## config.mk

```make
export PLATFORM = sky130hd
export DESIGN_NAME = mem_port_arbiter
export DESIGN_NICKNAME = d
export VERILOG_FILES = /design/src/rtl/mem_port_arbiter.sv
export SDC_FILE = /design/constraint.sdc
export NUM_CORES = 1
export LEC_CHECK = 0
export CAP_MARGIN = 5
export CORE_AREA = 2 2 132 134
export CTS_CLUSTER_DIAMETER = 80
export CTS_CLUSTER_SIZE = 28
export DETAILED_ROUTE_END_ITERATION = 10
export DIE_AREA = 0 0 134 136
export SYNTH_ARGS = -nofsm -noshare
export SYNTH_HDL_FRONTEND = slang
export SYNTH_SLANG_ARGS = --single-unit
```

## constraint.sdc

```tcl
create_clock -name clk -period 3 [get_ports clk]
set_clock_uncertainty 0.2 [all_clocks]
set_input_delay 0.6 -clock clk [delete_from_list [all_inputs] [get_ports clk]]
set_output_delay 0.6 -clock clk [all_outputs]
set_load 0.02 [all_outputs]
```

## src/rtl/mem_port_arbiter.sv

```systemverilog
// Two-requester round-robin arbiter/sequencer for a shared 32-bit memory port.
// Grants, latches the winner's command, pulses MemStart, waits for MemDone or timeout, then acks.
module mem_port_arbiter #(
    parameter int unsigned TIMEOUT = 16,
    parameter int unsigned CNT_W   = 5
) (
    input  logic        clk,
    input  logic        reset,
    input  logic        ReqA,
    input  logic        WeA,
    input  logic [31:0] AddrA,
    input  logic [31:0] WDataA,
    input  logic        ReqB,
    input  logic        WeB,
    input  logic [31:0] AddrB,
    input  logic [31:0] WDataB,
    input  logic        MemDone,
    input  logic [31:0] MemRData,
    output logic        Sel,
    output logic        MemStart,
    output logic        MemWe,
    output logic [31:0] MemAddr,
    output logic [31:0] MemWData,
    output logic        AckA,
    output logic        AckB,
    output logic [31:0] RData,
    output logic        Err,
    output logic        Busy
);

    localparam int unsigned DW = 32;

    typedef enum logic [1:0] {
        S_IDLE  = 2'd0,
        S_ISSUE = 2'd1,
        S_WAIT  = 2'd2,
        S_DONE  = 2'd3
    } state_t;

    state_t            state_q, state_d;
    logic              sel_q, sel_d;
    logic              last_sel_q, last_sel_d;
    logic              we_q, we_d;
    logic [DW-1:0]     addr_q, addr_d;
    logic [DW-1:0]     wdata_q, wdata_d;
    logic              start_q, start_d;
    logic              ack_a_q, ack_a_d;
    logic              ack_b_q, ack_b_d;
    logic [DW-1:0]     rdata_q, rdata_d;
    logic              err_q, err_d;
    logic              busy_q, busy_d;
    logic [CNT_W-1:0]  cnt_q, cnt_d;
    logic              mask_a_q, mask_b_q;
    logic              req_a, req_b, win_b;

    // State and output registers
    always_ff @(posedge clk) begin
        if (reset) begin
            state_q    <= S_IDLE;
            sel_q      <= 1'b0;
            last_sel_q <= 1'b1;
            we_q       <= 1'b0;
            addr_q     <= '0;
            wdata_q    <= '0;
            start_q    <= 1'b0;
            ack_a_q    <= 1'b0;
            ack_b_q    <= 1'b0;
            rdata_q    <= '0;
            err_q      <= 1'b0;
            busy_q     <= 1'b0;
            cnt_q      <= '0;
            mask_a_q   <= 1'b0;
            mask_b_q   <= 1'b0;
        end else begin
            state_q    <= state_d;
            sel_q      <= sel_d;
            last_sel_q <= last_sel_d;
            we_q       <= we_d;
            addr_q     <= addr_d;
            wdata_q    <= wdata_d;
            start_q    <= start_d;
            ack_a_q    <= ack_a_d;
            ack_b_q    <= ack_b_d;
            rdata_q    <= rdata_d;
            err_q      <= err_d;
            busy_q     <= busy_d;
            cnt_q      <= cnt_d;
            // A requester acked last cycle sits out the following IDLE cycle
            mask_a_q   <= ack_a_q;
            mask_b_q   <= ack_b_q;
        end
    end

    // Next-state and registered-output decode
    always_comb begin
        state_d    = state_q;
        sel_d      = sel_q;
        last_sel_d = last_sel_q;
        we_d       = we_q;
        addr_d     = addr_q;
        wdata_d    = wdata_q;
        start_d    = 1'b0;
        ack_a_d    = 1'b0;
        ack_b_d    = 1'b0;
        rdata_d    = rdata_q;
        err_d      = 1'b0;
        cnt_d      = cnt_q;
        req_a      = ReqA & ~mask_a_q;
        req_b      = ReqB & ~mask_b_q;
        // On a tie the requester that did not own the port last time wins
        win_b      = req_b & (~req_a | ~last_sel_q);

        case (state_q)
            S_IDLE: begin
                if (req_a || req_b) begin
                    sel_d   = win_b;
                    we_d    = win_b ? WeB    : WeA;
                    addr_d  = win_b ? AddrB  : AddrA;
                    wdata_d = win_b ? WDataB : WDataA;
                    start_d = 1'b1;
                    state_d = S_ISSUE;
                end
            end
            S_ISSUE: begin
                cnt_d   = '0;
                state_d = S_WAIT;
            end
            S_WAIT: begin
                if (MemDone) begin
                    rdata_d = MemRData;
                    ack_a_d = ~sel_q;
                    ack_b_d = sel_q;
                    state_d = S_DONE;
                end else if (cnt_q == CNT_W'(TIMEOUT - 1)) begin
                    rdata_d = '0;
                    err_d   = 1'b1;
                    ack_a_d = ~sel_q;
                    ack_b_d = sel_q;
                    state_d = S_DONE;
                end else begin
                    cnt_d = cnt_q + CNT_W'(1);
                end
            end
            S_DONE: begin
                last_sel_d = sel_q;
                state_d    = S_IDLE;
            end
            default: state_d = S_IDLE;
        endcase

        busy_d = (state_d != S_IDLE);
    end

    assign Sel      = sel_q;
    assign MemStart = start_q;
    assign MemWe    = we_q;
    assign MemAddr  = addr_q;
    assign MemWData = wdata_q;
    assign AckA     = ack_a_q;
    assign AckB     = ack_b_q;
    assign RData    = rdata_q;
    assign Err      = err_q;
    assign Busy     = busy_q;

endmodule

```

; Yosys cells after proc, flatten, opt, wreduce, memory -nomap -nowiden
; Index checks and enable logic that the tools add are counted.
[word_totals]
ff_bits = 113
output_inout_bits = 103
wordCells = 62
[op_classes]
add_sub_neg = 1
n_eq_ne = 6
n_mux = 18
bitwise_logic = 11
n_reduce_logical = 11
[ops]
columns = op, count
row1 = $mux 32, 4
row2 = $mux 5, 2
row3 = $pmux 5 s2, 1
row4 = $pmux 2 s4, 1
row5 = $mux 1, 7
row6 = $not 1->1, 7
row7 = $mux 2, 3
row8 = $reduce_bool 2->1, 3
row9 = $add 5x1->5 const B, 1
row10 = $eq 5x4->1 const B, 1
row11 = $eq 2x2->1 const B, 2
row12 = $ne 2x2->1 const B, 2
row13 = $reduce_and 2->1, 2
row14 = $reduce_or 2->1, 2
row15 = $and 1x1->1, 3
row16 = $reduce_and 3->1, 1
row17 = $reduce_or 3->1, 1
row18 = $eq 2x1->1 const B, 1
row19 = $logic_not 2->1, 1
row20 = $logic_or 1x1->1, 1
row21 = $or 1x1->1, 1

; Depth between registers and ports, before layout
[logic_depth]
ltp_word = 6
mapped_depth = 8

; Least setup slack after synthesis
; Ideal clock, no wire load.
[synth_path]
kind = flip-flop to flip-flop
startpoint = reg cnt_q[0]
endpoint = reg rdata_q[21], in the netlist RData[21]
setup_time_ps = 65
t_arrival_ps = 1621
required_time_ps = 2735
setup_slack_ps = 1114
stages_incl_launch_ff = 8
n_path_buf = 1
synth_period_minus_slack_ps = 1886
cell_sequence = dfxtp_1 -> ha_1 -> and3_1 -> ha_1 -> o21ai_1 -> clkbuf_1 -> a22oi_1 -> nor2_1
[synth_via]
elab_chain_cells = 3
[synth_lines]
columns = item, line
row1 = "start, declared", 52  ; logic [CNT_W-1:0] cnt_q, cnt_d;
row2 = "start signal, assigned", 87  ; cnt_q <= cnt_d;
row3 = $eq 5x4->1, 134  ; end else if (cnt_q == CNT_W'(TIMEOUT - 1)) begin
row4 = $reduce_bool 2->1 (no source line), --
row5 = $reduce_and 2->1 (no source line), --
row6 = "end signal, assigned", 84  ; rdata_q <= rdata_d;
row7 = "end, declared", 49  ; logic [DW-1:0] rdata_q, rdata_d;
; Every way passes these cells.
; A chain may end at the register's enable or synchronous reset.

; Worst setup path after layout
[layout_path]
startpoint = reg sel_q, in the netlist Sel
endpoint = out Sel
[layout_lines]
columns = item, line
row1 = "start, declared", 41  ; logic sel_q, sel_d;
row2 = "start signal, assigned", 76  ; sel_q <= sel_d;
row3 = "end, declared", 19  ; output logic Sel,
; No word-level cell between the ends.

==> results.tsv <==
stage	metric	value	unit
synth	mean area per synthesized cell	9.14	sq um
final_layout	Final Core Density	50.3	%
die	# rows	48	
final_layout	FILL cells	1569	
global_route	vias in the first global route	5119	
clock_network	number of buffers created by CTS	17	
placed_design	HPWL Detailed	11100	microns
timing	RSZ-0062 raised after global routing	false	
synth	synthesized area	4980	sq um
worst_setup_path	crit end category	output port	
clock_network	Worst-Skew Late Latency	0.41	ns
global_route	Top Usage Layer GRT	met2	
timing	Worst-Margin Slew	0.449	ns
global_route	GRT overflow	0	
die	Die Area	18200	sq um
placed_design	routability cong.	0.770	
clock_network	postcts setup bufs	0	
die	CORE AREA	16900	sq um
clock_network	clock-pin slew on the worst setup and hold paths	0.06	ns
global_route	antenna violations before repair	0	
final_layout	fin nets	969	
job	max-cap violations	0	
pwr	VDD IR-drop max	0.611	mV
die	Die W	134	microns
pwr	Flop pwr share	27.1	%
final_layout	Ant. Diodes	0	
routing	Antenna Nets Post-Route	0	
timing	period utilization	76.0	%
routing	Remaining DRCs	0	
worst_setup_path	Buf/Inv on CP	1	
global_route	largest net degree at the start of global routing	68	
timing	final hold viol count	0	
clock_network	Root Driver	clkbuf_16	
global_route	Tot GR Track Use	18.1	%
timing	relative slew slack	70.1	%
worst_setup_path	Reg-to-Reg Start	cnt_q[0]	
routing	final wirelength	16300	microns
final_layout	area grow syn2layout	70.4	%
synth	post-synthesis register bit count	113	
global_route	routing usage on met1	21.4	%
routing	1st-pass router iterations	4	
routing	DRT iter0 DRCs	178	
worst_setup_path	largest fanout on the critical path	5	
clock_network	CTS tree	yes	
pwr	Clock power frac	29.9	%
timing	fmax	0.439	GHz
synth	Unique masters post-synth	38	
timing	Period minus WS final	2.28	ns
worst_setup_path	crit path DAT	1.48	ns
synth	top cell type's share of synthesized area	45.4	%
routing	DR WL/cell	15.8	microns
routing	Via density	4.81	
worst_setup_path	delay-heaviest family, CP	buffers and inverters	
timing	setup violators final	0	
routing	Via Count	4964	
placed_design	cell count after placement	1001	
global_route	met3 Use GR	6.97	%
timing	Max Slew Vio Count	0	
outcome	outcome	complete, no violations	
synth	sequential area share after synthesis	45.4	%
die	Starting Density	29.5	%
worst_setup_path	Setup Crit Path Kind	register to output port	
global_route	first-pass GRT wire length	26100	microns
clock_network	maximum buffer depth of the clock tree	2	
worst_setup_path	Worst setup startpoint	Sel	
worst_setup_path	CP peak stage delay	0.66	ns
placed_design	I/O Buffers	269	
synth	main area contributors after synthesis	dfxtp_1 45%, a211oi_2 10%, nor2_1 7.7%	
global_route	met2 Track Usage GR	30.0	%
pwr	ratio of total power to cell area	943	nW/um^2
pwr	Logic pwr share	43.0	%
clock_network	# clock sinks	113	
synth	syn nets	719	
die	Die Y	136	microns
worst_setup_path	Worst path slowest cell	clkdlybuf4s50_1	
pwr	leakage power	3.16	nW
pwr	Internal	5.14	mW
worst_setup_path	worst-path cell chain	clkdlybuf4s50_1	
clock_network	# H-tree levels	4	
synth	post-synth top area cell	dfxtp_1	
clock_network	CTS Hold Bufs	0	
pwr	sw power	2.86	mW
clock_network	cts repair resizes	0	
worst_hold_path	hold crit path type	register to register	
synth	warnings from Yosys	0	
timing	setup TNS	0	ns
worst_setup_path	startpoint types	register	
worst_hold_path	hold_sp	AckB	
die	# IOs	270	
worst_setup_path	required time of the critical path	2.20	ns
final_layout	layout cells sized above 1	16.2	%
synth	Syn Inst Count	545	
pwr	Sw Share	35.7	%
final_layout	Non-Filler Instances	1033	
[routing by layer]
metal	routed length (microns)	up-vias
li1	-	2398
met1	6870	2348
met2	7710	195
met3	1370	23
met4	333	0
met5	0	-
[worst paths after layout]
check	endpoint	slack, ns	cells after the start
setup / recovery	Sel	0.72	1
hold reg to reg	mask_b_q	0.28	1
setup reg to reg	cnt_q[3]	0.89	7
hold / removal	mask_b_q	0.28	1
[sequential cells by signal, indices dropped and copies added (netlist names), 2 cells and up]
| register | flops |
|---|---|
| MemAddr | 32 |
| cnt_q | 5 |
| RData | 32 |
| MemWData | 32 |
| state_q | 2 |
[synth_stat cells (all sizes together)]
master   instances
or3              1
and2             2
a22oi           32
a2bb2oi          1
o221ai           2
and3             1
nor3b            1
buf             29
and3b            2
a32oi            1
nand3b           1
a21oi           68
o21ai            6
nand3            1
dfxtp          113
a31oi            1
ha               7
a211o            1
clkbuf          19
o21a             1
inv              6
nand2           71
nor3             2
nor2           103
nor2b            6
nand2b           1
a211oi          66
[logic make-up after synthesis]
logic type / Yosys count / share of synthesized area (%)
AOI/OAI and AO/OA: 179 / 30.6
and+or+nand+nor: 192 / 15.9
buffers and inverters: 54 / 6.36
adders and majority gates: 7 / 1.76
DFF: 113 / 45.4
[power by group through the flow]
stage | sequential [mW] | combinational (mW) | clock (mW)
4_1_cts | 2.17 | 3.49 | 2.46
3_3_place_gp | 2.18 | 3.43 | 0
2_1_floorplan | 2.66 | 1.65 | 0
5_1_grt | 2.21 | 3.74 | 2.52
3_5_place_dp | 2.19 | 3.48 | 0
6_report | 2.17 | 3.44 | 2.40
[worst register-to-register path: cells and delay by family, from the launching register on]
family / cells / cell delay [ns]
adders and majority gates: 2 / 0.45
DFF: 1 / 0.32
AOI/OAI and AO/OA: 1 / 0.13
and+or+nand+nor: 4 / 0.93
[cell type report]
cell class | count | area (sq um) | area share, %
Inverter | 6 | 22.5 | 0.265
Timing Repair Buffer | 279 | 2800 | 33.0
Clock buffer | 19 | 443 | 5.22
Multi-Input combinational cell | 378 | 2410 | 28.5
Clock inverter | 13 | 256 | 3.02
Tap cell | 225 | 282 | 3.32
Sequential cell | 113 | 2260 | 26.7
[cell usage in the layout (no fill, tap or decap), drive strengths merged, types with 3 or more instances in the layout]
| cell type | Yosys | routed |
|---|---|---|
| clkdlybuf4s50 | 0 | 268 |
| dfxtp | 113 | 113 |
| nor2 | 103 | 103 |
| nand2 | 71 | 71 |
| a21oi | 68 | 68 |
| a211oi | 66 | 66 |
| a22oi | 32 | 32 |
| clkbuf | 19 | 19 |
| buf | 29 | 11 |
| ha | 7 | 7 |
| bufinv | 0 | 7 |
| inv | 6 | 7 |
| nor2b | 6 | 6 |
| o21ai | 6 | 6 |
| clkinv | 0 | 3 |
[per-stage QoR]
stage | setup slack (ns) | power, mW | hold WS [ns] | area, sq um
finish | 0.720 | 8.00 | 0.277 | 8480
global route | 0.625 | 8.47 | 0.304 | 8480
CTS | 0.678 | 8.11 | 0.282 | 8480
detailed placement | 0.450 | 5.67 | 0.264 | 7780
global placement | 0.505 | 5.60 | 0.269 | 7780
floorplan | 1.11 | 4.31 | 0.256 | 4980
No activity file was read; power rests on OpenSTA's default activity.
